==> config.mk <==
export PLATFORM = sky130hd
export DESIGN_NAME = ext_bus_arbiter
export DESIGN_NICKNAME = d
export VERILOG_FILES = /design/src/rtl/ext_bus_pkg.sv /design/src/rtl/rr_picker.sv /design/src/rtl/ext_bus_arbiter.sv
export SDC_FILE = /design/constraint.sdc
export NUM_CORES = 1
export LEC_CHECK = 0
export ABC_AREA = 1
export BUFFER_PORTS_ARGS = -buffer_cell sky130_fd_sc_hd__buf_4
export CORE_AREA = 2 2 252 254
export CTS_BUF_LIST = sky130_fd_sc_hd__clkbuf_4
export CTS_CLUSTER_DIAMETER = 100
export DETAILED_ROUTE_END_ITERATION = 10
export DIE_AREA = 0 0 254 256
export GPL_TIMING_DRIVEN = 0
export SLEW_MARGIN = 0
export SYNTH_ARGS = -nofsm -noshare
export SYNTH_HDL_FRONTEND = slang
export SYNTH_HIERARCHICAL = 1
export SYNTH_SLANG_ARGS = --single-unit
==> constraint.sdc <==
create_clock -name clk -period 1.8 [get_ports clk]
set_clock_uncertainty 0.05 [all_clocks]
set_input_delay 0.27 -clock clk [delete_from_list [all_inputs] [get_ports clk]]
set_output_delay 0.27 -clock clk [all_outputs]
set_load 0.03 [all_outputs]
==> src/rtl/ext_bus_pkg.sv <==
`default_nettype none
// +----------------------------------------------------------------------+
// | Module   : ext_bus_pkg                                               |
// | Purpose  : Shared types for the external bus arbiter: the arbiter    |
// |            state encoding and the default AXI ID width.              |
// | Revision : 1.0 - initial release                                     |
// +----------------------------------------------------------------------+

`ifndef AXI_ID_LEN
`define AXI_ID_LEN 4
`endif

package ext_bus_pkg;

    // One whole transaction is owned at a time: address phase, data phase,
    // and (for writes) the response phase.
    typedef enum logic [2:0] {
        IDLE = 3'd0,
        AR   = 3'd1,
        RD   = 3'd2,
        AW   = 3'd3,
        WR   = 3'd4,
        WB   = 3'd5
    } arb_state_e;

endpackage

`default_nettype wire

==> src/rtl/rr_picker.sv <==
`default_nettype none
// +----------------------------------------------------------------------+
// | Module   : rr_picker                                                 |
// | Purpose  : Combinational round-robin selector. Returns the first     |
// |            asserted request at or after i_ptr, wrapping modulo       |
// |            NUM_REQ.                                                  |
// | Ports    : i_req   - request vector                                  |
// |            i_ptr   - highest-priority index this round               |
// |            o_valid - at least one request asserted                   |
// |            o_idx   - winning index (0 when o_valid is low)           |
// | Revision : 1.0 - initial release                                     |
// +----------------------------------------------------------------------+
module rr_picker #(
    parameter int NUM_REQ = 3
) (
    input  logic [NUM_REQ-1:0]         i_req,
    input  logic [$clog2(NUM_REQ)-1:0] i_ptr,
    output logic                       o_valid,
    output logic [$clog2(NUM_REQ)-1:0] o_idx
);

    localparam int GRANT_W = $clog2(NUM_REQ);

    // Scan from the farthest offset back to offset 0 so the candidate
    // closest to i_ptr is the last one written and therefore wins.
    always_comb begin
        int w_pos;
        o_valid = 1'b0;
        o_idx   = '0;
        w_pos   = 0;
        for (int i = NUM_REQ - 1; i >= 0; i--) begin
            w_pos = (int'(i_ptr) + i) % NUM_REQ;
            if (i_req[w_pos]) begin
                o_valid = 1'b1;
                o_idx   = GRANT_W'(w_pos);
            end
        end
    end

endmodule

`default_nettype wire

==> src/rtl/ext_bus_arbiter.sv <==
`default_nettype none
// +----------------------------------------------------------------------+
// | Module   : ext_bus_arbiter                                           |
// | Purpose  : Shares the single AXI slave port of the external bus      |
// |            bridge between NUM_REQ AXI masters, one whole read or     |
// |            write transaction at a time, round-robin.                 |
// | Ports    : clk, rst          - clock, async active-high reset        |
// |            s_axi_ar*/aw*/w*  - per-requester address/data, packed    |
// |            s_axi_r*/b*       - shared payload, per-requester valid   |
// |            m_axi_*           - single master port to the bridge      |
// |            OUT_busy          - a transaction is owned                |
// |            OUT_grant         - index of the owning requester         |
// | Revision : 1.0 - initial release                                     |
// +----------------------------------------------------------------------+
module ext_bus_arbiter
    import ext_bus_pkg::*;
#(
    parameter int NUM_REQ  = 3,
    parameter int ADDR_LEN = 32,
    parameter int WIDTH    = 32,
    parameter int ID_LEN   = `AXI_ID_LEN
) (
    input  logic                        clk,
    input  logic                        rst,
    // requester read address
    input  logic [NUM_REQ*ID_LEN-1:0]   s_axi_arid,
    input  logic [NUM_REQ*ADDR_LEN-1:0] s_axi_araddr,
    input  logic [NUM_REQ*8-1:0]        s_axi_arlen,
    input  logic [NUM_REQ*3-1:0]        s_axi_arsize,
    input  logic [NUM_REQ-1:0]          s_axi_arvalid,
    output logic [NUM_REQ-1:0]          s_axi_arready,
    // requester write address
    input  logic [NUM_REQ*ID_LEN-1:0]   s_axi_awid,
    input  logic [NUM_REQ*ADDR_LEN-1:0] s_axi_awaddr,
    input  logic [NUM_REQ*8-1:0]        s_axi_awlen,
    input  logic [NUM_REQ*3-1:0]        s_axi_awsize,
    input  logic [NUM_REQ-1:0]          s_axi_awvalid,
    output logic [NUM_REQ-1:0]          s_axi_awready,
    // requester write data
    input  logic [NUM_REQ*WIDTH-1:0]    s_axi_wdata,
    input  logic [NUM_REQ*WIDTH/8-1:0]  s_axi_wstrb,
    input  logic [NUM_REQ-1:0]          s_axi_wlast,
    input  logic [NUM_REQ-1:0]          s_axi_wvalid,
    output logic [NUM_REQ-1:0]          s_axi_wready,
    // requester read data (payload shared, valid per requester)
    output logic [ID_LEN-1:0]           s_axi_rid,
    output logic [WIDTH-1:0]            s_axi_rdata,
    output logic                        s_axi_rlast,
    output logic [NUM_REQ-1:0]          s_axi_rvalid,
    input  logic [NUM_REQ-1:0]          s_axi_rready,
    // requester write response
    output logic [ID_LEN-1:0]           s_axi_bid,
    output logic [NUM_REQ-1:0]          s_axi_bvalid,
    input  logic [NUM_REQ-1:0]          s_axi_bready,
    // bridge read address
    output logic [ID_LEN-1:0]           m_axi_arid,
    output logic [ADDR_LEN-1:0]         m_axi_araddr,
    output logic [7:0]                  m_axi_arlen,
    output logic [2:0]                  m_axi_arsize,
    output logic                        m_axi_arvalid,
    input  logic                        m_axi_arready,
    // bridge write address
    output logic [ID_LEN-1:0]           m_axi_awid,
    output logic [ADDR_LEN-1:0]         m_axi_awaddr,
    output logic [7:0]                  m_axi_awlen,
    output logic [2:0]                  m_axi_awsize,
    output logic                        m_axi_awvalid,
    input  logic                        m_axi_awready,
    // bridge write data
    output logic [WIDTH-1:0]            m_axi_wdata,
    output logic [WIDTH/8-1:0]          m_axi_wstrb,
    output logic                        m_axi_wlast,
    output logic                        m_axi_wvalid,
    input  logic                        m_axi_wready,
    // bridge read data
    input  logic [ID_LEN-1:0]           m_axi_rid,
    input  logic [WIDTH-1:0]            m_axi_rdata,
    input  logic                        m_axi_rlast,
    input  logic                        m_axi_rvalid,
    output logic                        m_axi_rready,
    // bridge write response
    input  logic [ID_LEN-1:0]           m_axi_bid,
    input  logic                        m_axi_bvalid,
    output logic                        m_axi_bready,
    // status
    output logic                        OUT_busy,
    output logic [$clog2(NUM_REQ)-1:0]  OUT_grant
);

    localparam int GRANT_W = $clog2(NUM_REQ);

    typedef struct packed {
        logic [ID_LEN-1:0]   id;
        logic [ADDR_LEN-1:0] addr;
        logic [7:0]          len;
        logic [2:0]          size;
    } arb_req_t;

    arb_state_e         r_state;
    logic [GRANT_W-1:0] r_grant;
    logic [GRANT_W-1:0] r_rr_ptr;
    logic [7:0]         r_beat_cnt;
    logic [7:0]         r_len;
    logic               r_w_pend;

    logic               w_pick_valid;
    logic [GRANT_W-1:0] w_pick_idx;
    logic [NUM_REQ-1:0] w_gnt_oh;
    logic [GRANT_W-1:0] w_next_ptr;
    arb_req_t           w_ar_sel;
    arb_req_t           w_aw_sel;
    logic               w_ar_hs;
    logic               w_aw_hs;
    logic               w_r_beat;
    logic               w_w_beat;
    logic               w_b_hs;

    rr_picker #(
        .NUM_REQ (NUM_REQ)
    ) u_picker (
        .i_req   (s_axi_arvalid | s_axi_awvalid),
        .i_ptr   (r_rr_ptr),
        .o_valid (w_pick_valid),
        .o_idx   (w_pick_idx)
    );

    assign w_gnt_oh   = NUM_REQ'(1) << r_grant;
    assign w_next_ptr = (r_grant == GRANT_W'(NUM_REQ - 1)) ? '0 : r_grant + 1'b1;

    assign w_ar_sel = '{id:   s_axi_arid  [r_grant*ID_LEN   +: ID_LEN],
                        addr: s_axi_araddr[r_grant*ADDR_LEN +: ADDR_LEN],
                        len:  s_axi_arlen [r_grant*8        +: 8],
                        size: s_axi_arsize[r_grant*3        +: 3]};
    assign w_aw_sel = '{id:   s_axi_awid  [r_grant*ID_LEN   +: ID_LEN],
                        addr: s_axi_awaddr[r_grant*ADDR_LEN +: ADDR_LEN],
                        len:  s_axi_awlen [r_grant*8        +: 8],
                        size: s_axi_awsize[r_grant*3        +: 3]};

    assign w_ar_hs  = (r_state == AR) && s_axi_arvalid[r_grant] && m_axi_arready;
    assign w_aw_hs  = (r_state == AW) && s_axi_awvalid[r_grant] && m_axi_awready;
    assign w_r_beat = (r_state == RD) && m_axi_rvalid && s_axi_rready[r_grant];
    assign w_w_beat = (r_state == WR) && s_axi_wvalid[r_grant] && m_axi_wready;
    assign w_b_hs   = (r_state == WB) && m_axi_bvalid && s_axi_bready[r_grant];

    // Address channels: payload always follows the grant, valid/ready only
    // in the owning phase so IDLE is a clean bubble.
    assign m_axi_arid    = w_ar_sel.id;
    assign m_axi_araddr  = w_ar_sel.addr;
    assign m_axi_arlen   = w_ar_sel.len;
    assign m_axi_arsize  = w_ar_sel.size;
    assign m_axi_arvalid = (r_state == AR) && s_axi_arvalid[r_grant];
    assign s_axi_arready = (r_state == AR && m_axi_arready) ? w_gnt_oh : '0;

    assign m_axi_awid    = w_aw_sel.id;
    assign m_axi_awaddr  = w_aw_sel.addr;
    assign m_axi_awlen   = w_aw_sel.len;
    assign m_axi_awsize  = w_aw_sel.size;
    assign m_axi_awvalid = (r_state == AW) && s_axi_awvalid[r_grant];
    assign s_axi_awready = (r_state == AW && m_axi_awready) ? w_gnt_oh : '0;

    assign m_axi_wdata   = s_axi_wdata[r_grant*WIDTH     +: WIDTH];
    assign m_axi_wstrb   = s_axi_wstrb[r_grant*(WIDTH/8) +: WIDTH/8];
    assign m_axi_wlast   = s_axi_wlast[r_grant];
    assign m_axi_wvalid  = (r_state == WR) && s_axi_wvalid[r_grant];
    assign s_axi_wready  = (r_state == WR && m_axi_wready) ? w_gnt_oh : '0;

    // Read/response payload is broadcast; only the owner sees valid. Stray
    // bridge valids outside RD/WB are never acknowledged.
    assign s_axi_rid     = m_axi_rid;
    assign s_axi_rdata   = m_axi_rdata;
    assign s_axi_rlast   = m_axi_rlast;
    assign s_axi_rvalid  = (r_state == RD && m_axi_rvalid) ? w_gnt_oh : '0;
    assign m_axi_rready  = (r_state == RD) && s_axi_rready[r_grant];

    assign s_axi_bid     = m_axi_bid;
    assign s_axi_bvalid  = (r_state == WB && m_axi_bvalid) ? w_gnt_oh : '0;
    assign m_axi_bready  = (r_state == WB) && s_axi_bready[r_grant];

    assign OUT_busy  = (r_state != IDLE);
    assign OUT_grant = r_grant;

    always_ff @(posedge clk or posedge rst) begin
        if (rst) begin
            r_state    <= IDLE;
            r_grant    <= '0;
            r_rr_ptr   <= '0;
            r_beat_cnt <= '0;
            r_len      <= '0;
        end else begin
            case (r_state)
                IDLE: begin
                    if (w_pick_valid) begin
                        r_grant    <= w_pick_idx;
                        r_beat_cnt <= '0;
                        // A read pending on the winner goes first; its write
                        // is picked up in a later round.
                        if (s_axi_arvalid[w_pick_idx]) begin
                            r_len   <= s_axi_arlen[w_pick_idx*8 +: 8];
                            r_state <= AR;
                        end else begin
                            r_len   <= s_axi_awlen[w_pick_idx*8 +: 8];
                            r_state <= AW;
                        end
                    end
                end
                AR: if (w_ar_hs) r_state <= RD;
                RD: begin
                    if (w_r_beat) begin
                        r_beat_cnt <= r_beat_cnt + 8'd1;
                        if (m_axi_rlast) begin
                            r_state  <= IDLE;
                            r_rr_ptr <= w_next_ptr;
                        end
                    end
                end
                AW: if (w_aw_hs) r_state <= WR;
                WR: begin
                    if (w_w_beat) begin
                        r_beat_cnt <= r_beat_cnt + 8'd1;
                        if (s_axi_wlast[r_grant]) r_state <= WB;
                    end
                end
                WB: begin
                    if (w_b_hs) begin
                        r_state  <= IDLE;
                        r_rr_ptr <= w_next_ptr;
                    end
                end
                default: r_state <= IDLE;
            endcase
        end
    end

    // Remembers an offered-but-unaccepted W beat so a withdrawn wvalid can
    // be flagged on the following cycle.
    always_ff @(posedge clk or posedge rst) begin
        if (rst) r_w_pend <= 1'b0;
        else     r_w_pend <= (r_state == WR) && s_axi_wvalid[r_grant] && !m_axi_wready;
    end

    always @(posedge clk) begin
        if (!rst) begin
            if (w_r_beat) assert (m_axi_rlast == (r_beat_cnt == r_len));
            if (w_w_beat) assert (s_axi_wlast[r_grant] == (r_beat_cnt == r_len));
            assert (!(m_axi_rvalid && r_state != RD));
            assert (!(m_axi_bvalid && r_state != WB));
            if (r_state == AR) assert (s_axi_arvalid[r_grant]);
            if (r_state == AW) assert (s_axi_awvalid[r_grant]);
            if (r_w_pend)      assert (s_axi_wvalid[r_grant]);
        end
    end

endmodule

`default_nettype wire

Word level (Yosys, flattened, before mapping)
Index checks and enable logic that the tools add are counted.
{"block": "totals", "input_bits": 456, "out_inout_bits": 195, "reg_bits": 7, "elab_cells": 111}
{"block": "classes", "n_lt_le_gt_ge": 5, "div_mod_pow": 3, "n_eq_ne": 14, "bitwise_logic": 1, "n_reduce_logical": 21, "shifts": 11, "addsub": 3, "n_mux": 49, "n_mul": 1}
{"op": "indexed part select 96 x 8 -> 32 bit", "n": 3}
{"op": "less-than comparator 32 x 4 -> 1 bit, second input constant", "n": 3}
{"op": "modulo 32 x 3 -> 32 bit, second input constant", "n": 2}
{"op": "indexed part select 24 x 6 -> 8 bit", "n": 2}
{"op": "2-to-1 mux 3 bit", "n": 13}
{"op": "indexed part select 12 x 5 -> 4 bit", "n": 3}
{"op": "modulo 3 x 3 -> 32 bit, second input constant", "n": 1}
{"op": "binary-select mux 1 bit (select 2 bit)", "n": 10}
{"op": "one-hot mux 3 bit (6 select lines)", "n": 1}
{"op": "indexed part select 9 x 5 -> 3 bit", "n": 2}
{"op": "2-to-1 mux 1 bit", "n": 16}
{"op": "2-to-1 mux 2 bit", "n": 8}
{"op": "logical AND 1 bit", "n": 15}
{"op": "inequality test 2 bit, second input constant", "n": 7}
{"op": "AND reduction 8 bit", "n": 1}
{"op": "== test 3 x 2 -> 1 bit, second input constant", "n": 2}
{"op": "== test 3 bit, second input constant", "n": 2}
{"op": "less-than comparator 2 x 3 -> 1 bit, second input constant", "n": 2}
{"op": "multiplier 2 x 2 -> 4 bit, second input constant", "n": 1}
{"op": "one-hot mux 2 bit (2 select lines)", "n": 1}
{"op": "AND reduction 4 bit", "n": 1}
{"op": "adder 2 x 1 -> 3 bit, second input constant", "n": 1}
{"op": "adder 2 x 2 -> 3 bit, second input constant", "n": 1}
{"op": "== test 3 x 1 -> 1 bit, second input constant", "n": 1}
{"op": "9 further kinds", "n": 9}

Longest topological paths before layout
Gate-level depths: netlist of run 1.
{"block": "depth", "ltp_word": 13, "depth_mapped": 18, "mapped_depth_nobuf": 18}

Cells and area by module
The synthesis of run 1 kept the hierarchy.
{"mod": "ext_bus_arbiter", "seq_area_each_um2": 175.2, "area_per_inst_um2": 3313.2, "instances": 1, "cells_per_inst": 641}
{"mod": "rr_picker", "seq_area_each_um2": 0.0, "area_per_inst_um2": 195.2, "instances": 1, "cells_per_inst": 39}

Worst setup path before layout of run 1
OpenSTA, ideal clock, no wires.
{"block": "synth_timing", "path_kind": "flip-flop to output port", "from": "register r_grant[1], in the netlist OUT_grant[1]", "to": "output port s_axi_arready[2]", "arrival_ps": 1581, "t_required_ps": 1480, "path_slack_ps": -101, "path_buffers": 2, "stages_incl_launch_ff": 7, "path_cell_list": "dfrtp_1 -> buf_6 -> inv_4 -> nor2_4 -> buf_2 -> inv_1 -> nor2_1"}
{"block": "synth_via", "elab_chain_cells": 2}
{"item": "from (decl)", "line_no": "ext_bus_arbiter.sv:100", "rtl": "logic [GRANT_W-1:0] r_grant;"}
{"item": "from (signal assigned)", "line_no": "ext_bus_arbiter.sv:193", "rtl": "r_grant <= w_pick_idx;"}
{"item": "left shift 1 x 2 -> 3 bit", "line_no": "ext_bus_arbiter.sv:127", "rtl": "assign w_gnt_oh = NUM_REQ'(1) << r_grant;"}
{"item": "2-to-1 mux 3 bit", "line_no": "ext_bus_arbiter.sv:152", "rtl": "assign s_axi_arready = (r_state == AR && m_axi_arready) ? w_gnt_oh : '0;"}
{"item": "to (decl)", "line_no": "ext_bus_arbiter.sv:31", "rtl": "output logic [NUM_REQ-1:0] s_axi_arready,"}
No other way between the ends.

Final worst setup path of run 1
{"block": "layout_timing", "from": "register r_grant[1], in the netlist OUT_grant[1]", "to": "output port m_axi_araddr[3]"}
{"block": "layout_via", "elab_chain_cells": 1}
{"item": "indexed part select 96 x 8 -> 32 bit", "line_no": "ext_bus_arbiter.sv:131", "rtl": "addr: s_axi_araddr[r_grant*ADDR_LEN +: ADDR_LEN],"}
{"item": "to (decl)", "line_no": "ext_bus_arbiter.sv:57", "rtl": "output logic [ADDR_LEN-1:0] m_axi_araddr,"}
No other way between the ends.

==> results.py, run 1 <==
metrics = {
    "grt": {
        "first_global_vias": 7319,
        "grt_use_total_pct": 12.4,
        "grt_max_degree": 11,
        "grt_first_pass_wirelength_microns": 55300,
        "antenna_found_initial": 39,
        "overflow": 0,
    },
    "clocking": {
        "cts_tree": "done",
        "htreeDepth": 1,
        "cts_root_buffer": "clkbuf_4",
        "clock_path_buffers": 2,
        "worstSkewPairLatency_ps": 260,
        "clk_pin_slew_ps": 60,
        "numCtsBuffers": 3,
        "cts_sinks": 7,
    },
    "setup_path": {
        "path_max_fanout": 6,
        "path_cells": "buf_12 > nor2_8 > buf_12 > clkbuf_16 > a22oi_2 > nand2_2 > buf_6",
        "slowest_stage": "a22oi_2",
        "cp-end-kind": "primary output",
        "critPathLaunchType": "register",
        "max_stage_delay_ps": 410,
        "worstSetupPathType": "register to primary output",
        "critPathArrivalTime_ps": 1910,
        "crit_top_cell": "buf_12",
        "worstPathRequired_ps": 1480,
    },
    "timing": {
        "period_minus_slack_ps": 2230,
        "timing.hold.ws_ps": 418,
        "slew_headroom_pct": 70.7,
        "post-route-period-util_pct": 124,
        "fmax_mhz": 448,
        "fin_setup_tns_ps": -51560,
        "hold_viol": 0,
        "drv_slew": 0,
        "worstMarginPinSlew_ps": 440,
        "final-setup-viol-count": 153,
        "fin_ws_ps": -434,
        "rsz0062_at_grt": "true",
    },
    "run_status": {
        "outcome": "complete, but fails checks",
        "violations": "negative setup slack",
    },
    "routing": {
        "antenna_left": 0,
        "drt_iter0_drc": 292,
        "viasPerCell": 3.46,
        "post_drt_wl_per_cell_microns": 20.9,
        "dr.pass1.iters": 5,
        "vias": 7661,
        "route.detailed.drc": 0,
        "routed_wl_microns": 46200,
    },
    "pwr": {
        "p_leak_nw": 6.06,
        "p_per_area_nw_per_um2": 1680,
        "total_power_mw": 20.2,
        "ir_drop_uv": 799,
    },
    "yosys": {
        "syn_area_per_cell_sq_um": 5.16,
        "syn-instance-count": 680,
        "synth_top_area_share_pct": 36.8,
        "synth_cell_types": 28,
        "synth_area_leaders": "nand2_1 37%, a22oi_1 23%, buf_4 9.0%",
        "yosys_warnings": 6,
        "netlist_area_sq_um": 3510,
        "syn-num-nets": 1139,
        "seq_area_frac_synth_pct": 4.99,
        "synth-seq-cells": 7,
        "yosys.area.top_type": "nand2_1",
    },
    "layout": {
        "drive_above_1_share_pct": 71.9,
        "syn_to_final_growth_pct": 242,
        "final_cells": 2212,
        "fillers": 7068,
        "utilization_pct": 19.2,
        "fin_nets": 1807,
    },
    "floorplan": {
        "core_area_sq_um": 62400,
        "die_w_microns": 254,
        "ioPinCount": 651,
        "die_h_microns": 256,
        "start_util_pct": 5.62,
        "die_area_sq_um": 65000,
        "rows": 92,
    },
    "placed_design": {
        "dp_hpwl_microns": 38400,
        "place_inst": 2136,
        "gp_congestion": 0.842,
        "io_buffers": 610,
    },
    "min_path": {
        "hold_path.class": "primary input to register",
    },
    "job": {
        "drv_cap": 0,
    },
}
[cells in the mapped netlist (all sizes together)]
master / n
nand2: 346
a22oi: 108
buf: 74
nand3: 46
nor2: 32
inv: 31
clkbuf: 12
o21ai: 9
dfrtp: 7
a21oi: 4
or2: 4
ha: 3
nor3: 2
and3: 1
nand4: 1
[area by class of cell]
type | count | area (sq um) | area share, %
diodes | 19 | 47.5 | 0.396
plain buffers | 86 | 1000 | 8.34
clock buffers | 4 | 30.0 | 0.250
inverters | 31 | 141 | 1.18
multi-input cells | 556 | 3660 | 30.5
flip-flops and latches | 7 | 179 | 1.49
well taps | 846 | 1060 | 8.82
repair buffers | 663 | 5890 | 49.1
[metrics by stage]
step / instance area (sq um) / worst slack [ps]
6_report: 12000 / -434
5_1_grt: 12000 / -513
4_1_cts: 9960 / -462
3_5_place_dp: 9270 / -1230
3_3_place_gp: 9270 / -1240
2_1_floorplan: 3640 / -14.3
[final timing paths]
kind | cells past startpoint | end | slack, ps | start
setup reg to reg | 18 | r_state[1]$_DFFE_PP0P_ | -260 | r_rr_ptr[0]$_DFFE_PP0P_
hold / removal | 5 | r_state[0]$_DFFE_PP0P_ | 420 | m_axi_awready
hold reg to reg | 2 | r_state[1]$_DFFE_PP0P_ | 510 | r_state[1]$_DFFE_PP0P_
setup / recovery | 7 | m_axi_araddr[3] | -430 | OUT_grant[1]$_DFFE_PP0P_
max in group asynchronous | 3 | r_rr_ptr[1]$_DFFE_PP0P_ | 970 | rst
min in group asynchronous | 3 | r_state[0]$_DFFE_PP0P_ | 460 | rst
[what timing repair did]
item / CTS / global route
buffers inserted: 16 / 22
cloned: 0 / 15
setup endpoints to repair: 155 / 158
pin swaps: 5 / 110
hold endpoints to repair: 7 / 0
hold buffers: 1 / 0
gates resized for setup: 136 / 365
[routing by layer]
layer / GRT usage, % / share of wire, %
met3: 3.26 / 7.9
met2: 22.7 / 51
met1: 13.2 / 36
met4: 5.38 / 4.5
met5: 0 / 0.13
[report_power, final]
group,internal [mW],total (mW),switching (mW)
Clock,0.100,0.166,0.0654
Combinational,8.75,19.7,10.9
Sequential,0.233,0.312,0.0783
[layout by cell type, fill, tap and decap left out, types with 12 or more instances in the layout]
cell type and n:
nand2_1 272, nand3_2 23, diode_2 19, buf_4 553, nand2_2 45, nand3_1 17, nand2_4 29, inv_1 21
a22oi_1 29, clkbuf_16 19, buf_6 132, buf_12 27, nor2_1 21, a22oi_2 79, buf_8 12
[worst max-delay path: cells and delay by family (launching register included)]
kind | cells | cell delay [ps]
buffers and inverters | 4 | 620
flip-flops | 1 | 390
AO/OA/AOI/OAI | 1 | 410
AND/OR/NAND/NOR | 2 | 210
[logic make-up (layout without fill, tap and decap cells)]
logic type,Yosys count,count (layout),synth area share (%)
adder cells (fa/ha/maj),3,3,1.07
AND/OR/NAND/NOR,432,432,50.2
AO/OA/AOI/OAI,121,121,25.1
flip-flops,7,7,4.99
buffers and inverters,117,784,18.7
other,0,19,0
[sequential cells by signal, summed over array words and instances (netlist names)]
signal and count:
r_rr_ptr 2, r_state 3, OUT_grant 2
Note: power is estimated with default switching activity, not from simulation.
==> run 2, diff against run 1 <==
Settings changed: CORE_AREA 2 2 252 254 to 2 2 257 259, DIE_AREA 0 0 254 256 to 0 0 259 261.
Clock period 1.8 ns to 2.3 ns, I/O delays scaled along.
==> results.py, run 2 (same netlist as run 1, synthesis figures left out) <==
metrics = {
    "run_status": {
        "outcome": "finished, final reports clean",
    },
    "timing": {
        "fmax_mhz": 437,
        "fin_ws_ps": 11.3,
        "worstMarginPinSlew_ps": 340,
        "hold_viol": 0,
        "final-setup-viol-count": 0,
        "period_minus_slack_ps": 2290,
        "rsz0062_at_grt": "true",
        "post-route-period-util_pct": 99.5,
        "slew_headroom_pct": 77.3,
        "drv_slew": 0,
        "fin_setup_tns_ps": 0,
    },
    "setup_path": {
        "worstSetupPathType": "register to primary output",
        "cpLargestDelayFamily": "buffers and inverters",
        "worstPathRequired_ps": 1900,
        "critPathLaunchType": "register",
        "max_stage_delay_ps": 350,
        "slowest_stage": "dfrtp_1",
        "critPathArrivalTime_ps": 1890,
        "path_cells": "buf_6 > inv_4 > nor2_4 > buf_12 > buf_6 > nand2_1 > nand2_1 > buf_4",
        "path_max_fanout": 10,
        "cp.buffers_inverters": 5,
        "cp-end-kind": "primary output",
    },
    "min_path": {
        "hold_path.class": "register to register",
    },
    "layout": {
        "utilization_pct": 15.1,
        "layout_common_cells": "654 x buf_4, 330 x nand2_1, 103 x a22oi_1, 43 x nand3_1, 28 x inv_1",
        "regMostFlops": "r_state",
        "final_cells": 2175,
        "seq_area_sq_um": 175,
        "final_common_cell": "buf_4",
        "largest_reg_flops": 3,
        "fillers": 7549,
        "syn_to_final_growth_pct": 179,
        "multi_input_area_sq_um": 2770,
        "fin_nets": 1769,
        "drive_above_1_share_pct": 57.4,
    },
    "grt": {
        "first_global_vias": 6967,
        "grt_use_total_pct": 9.03,
        "overflow": 0,
        "grt_max_degree": 11,
        "grt_first_pass_wirelength_microns": 44800,
        "antenna_found_initial": 5,
    },
    "routing": {
        "routed_wl_microns": 34600,
        "dr.pass1.iters": 5,
        "drt_iter0_drc": 481,
        "post_drt_wl_per_cell_microns": 15.9,
        "vias": 7269,
        "viasPerCell": 3.34,
        "antenna_left": 0,
        "route.detailed.drc": 0,
    },
    "placed_design": {
        "io_buffers": 610,
        "dp_hpwl_microns": 29300,
        "place_inst": 2154,
        "gp_congestion": 0.898,
        "pre_cts_ws_ps": -800,
    },
    "floorplan": {
        "die_w_microns": 259,
        "die_h_microns": 261,
        "rows": 94,
        "start_util_pct": 5.39,
        "ioPinCount": 651,
        "die_area_sq_um": 67600,
        "core_area_sq_um": 65000,
    },
    "clocking": {
        "cts_root_buffer": "clkbuf_4",
        "worstSkewPairLatency_ps": 250,
        "clk_pin_slew_ps": 50,
        "cts_tree": "done",
        "cts_sinks": 7,
        "htreeDepth": 1,
        "numCtsBuffers": 3,
        "clock_path_buffers": 2,
    },
    "job": {
        "drv_cap": 0,
    },
    "pwr": {
        "p_leak_nw": 5.23,
        "total_power_mw": 12.2,
        "ir_drop_uv": 537,
        "p_per_area_nw_per_um2": 1240,
    },
}
## run 2: cell types whose count changed in the layout (fill, tap and decap cells not counted), sizes merged
cell	change
buf	-26
diode	-17
inv	+3
clkinvlp	-2
clkbuf	-13
## run 2: per-stage QoR
| stage | hold WS (ps) | cell area, sq um |
|---|---|---|
| floorplan | 98.4 | 3510 |
| global placement | 251 | 9170 |
| detailed placement | 254 | 9170 |
| CTS | 486 | 9560 |
| global route | 526 | 9790 |
| finish | 486 | 9790 |
## run 2: per-layer routing
layer  vias up  wire (microns)  GRT usage [%]
met5         -              33              0
met2       481           16600           15.6
met1      3266           13600           10.7
met3        44            3380           2.89
met4         6             939           2.52
li1       3472               -              -
## run 2: layout make-up
type                    instances  share of cell area, %
well taps                     864                   11.0
clock buffers                   3                  0.230
flip-flops and latches          7                   1.79
inverters                      31                   1.26
plain buffers                  86                   8.27
repair buffers                625                   49.1
clock inverters                 1                 0.0511
diodes                          2                 0.0511
multi-input cells             556                   28.2
## run 2: path summary, 6_finish.rpt
check / from / endpoint / slack [ps] / depth (start not counted)
max in group asynchronous: rst / r_rr_ptr[0]$_DFFE_PP0P_ / 1430 / 3
min: r_rr_ptr[0]$_DFFE_PP0P_ / r_rr_ptr[0]$_DFFE_PP0P_ / 490 / 2
max reg2reg: r_rr_ptr[0]$_DFFE_PP0P_ / r_state[1]$_DFFE_PP0P_ / 260 / 18
min reg2reg: r_rr_ptr[0]$_DFFE_PP0P_ / r_rr_ptr[0]$_DFFE_PP0P_ / 490 / 2
max: OUT_grant[1]$_DFFE_PP0P_ / m_axi_wdata[15] / 10 / 8
min in group asynchronous: rst / OUT_grant[1]$_DFFE_PP0P_ / 550 / 3
## run 2: worst reg2reg max path: cells and delay by family, from the launching register on
kind                     cells  cell delay, ps
buffers and inverters        3             190
adder cells (fa/ha/maj)      1             340
AND/OR/NAND/NOR             12             830
AO/OA/AOI/OAI                2             200
flip-flops                   1             360
## run 2: what timing repair did
item,4_1_cts,5_1_grt
endpoints found under the hold margin,7,0
setup endpoints to repair,145,98
hold buffers,1,0
cloned,0,1
gates resized for setup,87,51
pin swaps,3,5
setup buffers,7,6
## run 2: power by group
part / switching (mW) / leakage [nW] / internal (mW) / total, mW
clock network: 0.0461 / 0.0177 / 0.0635 / 0.110
logic: 7.45 / 5.13 / 4.39 / 11.8
registers: 0.0457 / 0.0885 / 0.179 / 0.225
==> run 3, diff against run 2 <==
Settings changed: BUFFER_PORTS_ARGS -buffer_cell sky130_fd_sc_hd__buf_4 to default, CORE_AREA 2 2 257 259 to 2 2 256 258, DIE_AREA 0 0 259 261 to 0 0 258 260, DONT_BUFFER_PORTS from default to 1, SYNTH_HIERARCHICAL 1 to default.
==> results.py, run 3 <==
metrics = {
    "run_status": {
        "outcome": "complete, but fails checks",
        "violations": "negative setup slack",
    },
    "floorplan": {
        "die_w_microns": 258,
        "core_area_sq_um": 64100,
        "ioPinCount": 651,
        "die_h_microns": 260,
        "start_util_pct": 5.34,
        "rows": 93,
        "die_area_sq_um": 67100,
    },
    "yosys": {
        "synth_xor_area_share_pct": 0,
        "muxShareOfSynthArea_pct": 0,
        "synth_flop_cell": "dfrtp_1",
        "yosys_warnings": 0,
        "synth_compound_area_share_pct": 26.9,
        "synth_cell_types": 22,
        "synth.most_common_cell": "nand2_1",
        "synth_top_family_by_area": "simple AND/OR/NAND/NOR gates",
        "synthSimpleGateAreaFrac_pct": 49.3,
        "synth_top_area_share_pct": 37.0,
        "syn_area_per_cell_sq_um": 5.10,
        "syn-instance-count": 671,
        "synth_edf_count": 0,
        "synth_area_leaders": "nand2_1 37%, a22oi_1 25%, buf_4 9.0%",
        "synthAdderAreaFrac_pct": 0.731,
        "seq_area_frac_synth_pct": 5.12,
        "async_flop_share_pct": 100,
        "syn-num-nets": 1129,
        "synth_common_cells": "337 x nand2_1, 113 x a22oi_1, 43 x nand3_1, 41 x buf_4, 33 x nor2_1",
        "netlist_area_sq_um": 3420,
        "yosys.area.top_type": "nand2_1",
        "synth-seq-cells": 7,
    },
    "clocking": {
        "worstSkewPairLatency_ps": 250,
        "cts_tree": "done",
        "clock_path_buffers": 2,
        "cts_root_buffer": "clkbuf_4",
        "cts_sinks": 7,
        "clk_pin_slew_ps": 50,
        "numCtsBuffers": 3,
        "htreeDepth": 1,
    },
    "grt": {
        "grt_max_degree": 11,
        "antenna_found_initial": 30,
        "grt_use_total_pct": 12.2,
        "grt_first_pass_wirelength_microns": 52700,
        "overflow": 0,
        "first_global_vias": 5115,
    },
    "setup_path": {
        "critPathArrivalTime_ps": 1970,
        "path_max_fanout": 10,
        "worstSetupPathType": "register to primary output",
        "critPathLaunchType": "register",
        "cp-end-kind": "primary output",
        "worstPathRequired_ps": 1900,
    },
    "timing": {
        "rsz0062_at_grt": "true",
        "final-setup-viol-count": 22,
        "drv_slew": 0,
        "slew_headroom_pct": 71.3,
        "fin_setup_tns_ps": -432,
        "period_minus_slack_ps": 2360,
        "fin_ws_ps": -62.3,
        "post-route-period-util_pct": 103,
        "fmax_mhz": 423,
        "hold_viol": 0,
        "worstMarginPinSlew_ps": 427,
    },
    "pwr": {
        "seqPwrFrac_pct": 2.3,
        "switching_share_pct": 68.9,
        "total_power_mw": 12.1,
        "ir_drop_uv": 638,
        "p_comb_share_pct": 96.7,
        "p_per_area_nw_per_um2": 1810,
        "p_switching_mw": 8.36,
        "internal-power_mw": 3.78,
        "clockPowerShare_pct": 1.0,
        "p_leak_nw": 2.44,
    },
    "job": {
        "drv_cap": 0,
    },
    "routing": {
        "route.detailed.drc": 0,
        "antenna_left": 0,
        "post_drt_wl_per_cell_microns": 29.5,
        "vias": 5320,
        "drt_iter0_drc": 260,
        "routed_wl_microns": 46000,
        "dr.pass1.iters": 5,
        "viasPerCell": 3.41,
    },
    "layout": {
        "fin_nets": 1158,
        "utilization_pct": 10.5,
        "syn_to_final_growth_pct": 96.1,
        "largest_reg_flops": 3,
        "layout_common_cells": "190 x nand2_1, 76 x nand2_4, 71 x nand2_2, 69 x a22oi_1, 55 x buf_4",
        "regMostFlops": "r_state",
        "final_common_cell": "nand2_1",
        "drive_above_1_share_pct": 50.1,
    },
    "placed_design": {
        "pre_cts_ws_ps": -1410,
        "gp_congestion": 0.996,
        "dp_hpwl_microns": 38900,
        "io_buffers": 0,
    },
    "min_path": {
        "hold_path.class": "primary input to register",
    },
}
## run 3: area by class of cell
type,count,area [sq um]
Sequential cell,7,178
Multi-Input combinational cell,550,3950
Tap cell,855,1070
Inverter,29,125
Fill cell,7449,57400
Buffer,85,972
Clock buffer,4,30.0
Antenna cell,7,17.5
Timing Repair Buffer,24,372
## run 3: path summary, 6_finish.rpt
kind	from	to	slack, ps	cells past startpoint
worst max-delay path	OUT_grant[0]$_DFFE_PP0P_	m_axi_wdata[6]	-60	6
worst min-delay path	m_axi_awready	r_state[2]$_DFFE_PP0P_	200	2
worst max register to register	OUT_grant[0]$_DFFE_PP0P_	r_state[2]$_DFFE_PP0P_	210	13
worst min register to register	r_rr_ptr[1]$_DFFE_PP0P_	r_rr_ptr[1]$_DFFE_PP0P_	460	2
max in group asynchronous	rst	OUT_grant[0]$_DFFE_PP0P_	1530	2
min in group asynchronous	rst	r_state[2]$_DFFE_PP0P_	430	2
## run 3: timing repair
action,4_1_cts,5_1_grt
cloned,3,4
buffers inserted,11,5
endpoints found under the setup margin,150,144
resized for setup,338,164
hold endpoints to repair,7,0
hold buffers,1,0
pin swaps,32,30
## run 3: per-stage QoR
| stage | hold slack [ps] | instance area [sq um] | cells |
|---|---|---|---|
| floorplan | 98.4 | 3420 | 671 |
| global placement | 148 | 4490 | 1526 |
| detailed placement | 145 | 4490 | 1526 |
| CTS | 192 | 5880 | 1545 |
| global route | 210 | 6710 | 1559 |
| finish | 197 | 6710 | 1561 |
## run 3: critical path, cell delays in order, from the launching register on
cell      delay, ps
dfrtp_2         480
buf_8           170
buf_12          120
nor2_8          190
clkbuf_4        340
nand2_1         130
nand2_2         250
## run 3: logic make-up after synthesis
logic type | count (synthesis)
AO/OA/AOI/OAI | 127
buffers and inverters | 114
AND/OR/NAND/NOR | 421
flip-flops | 7
adder cells (fa/ha/maj) | 2
## run 3: metal layers
metal / vias to the layer above / wire length, microns / share of wire, % / global-route usage [%]
li1: 2274 / - / - / -
met1: 2431 / 15300 / 33 / 11.7
met2: 490 / 23700 / 52 / 23.1
met3: 119 / 4910 / 11 / 5.14
met4: 6 / 2020 / 4.4 / 4.43
met5: - / 41 / 0.089 / 0
## run 3: power groups by stage
| stage | clock, mW | combinational, mW | sequential, mW |
|---|---|---|---|
| after global routing | 0.133 | 12.4 | 0.289 |
| after detailed placement | 0 | 8.37 | 0.274 |
| final | 0.122 | 11.7 | 0.280 |
| after global placement | 0 | 8.33 | 0.276 |
| after CTS | 0.125 | 10.6 | 0.279 |
| after floorplan | 0 | 6.05 | 0.259 |
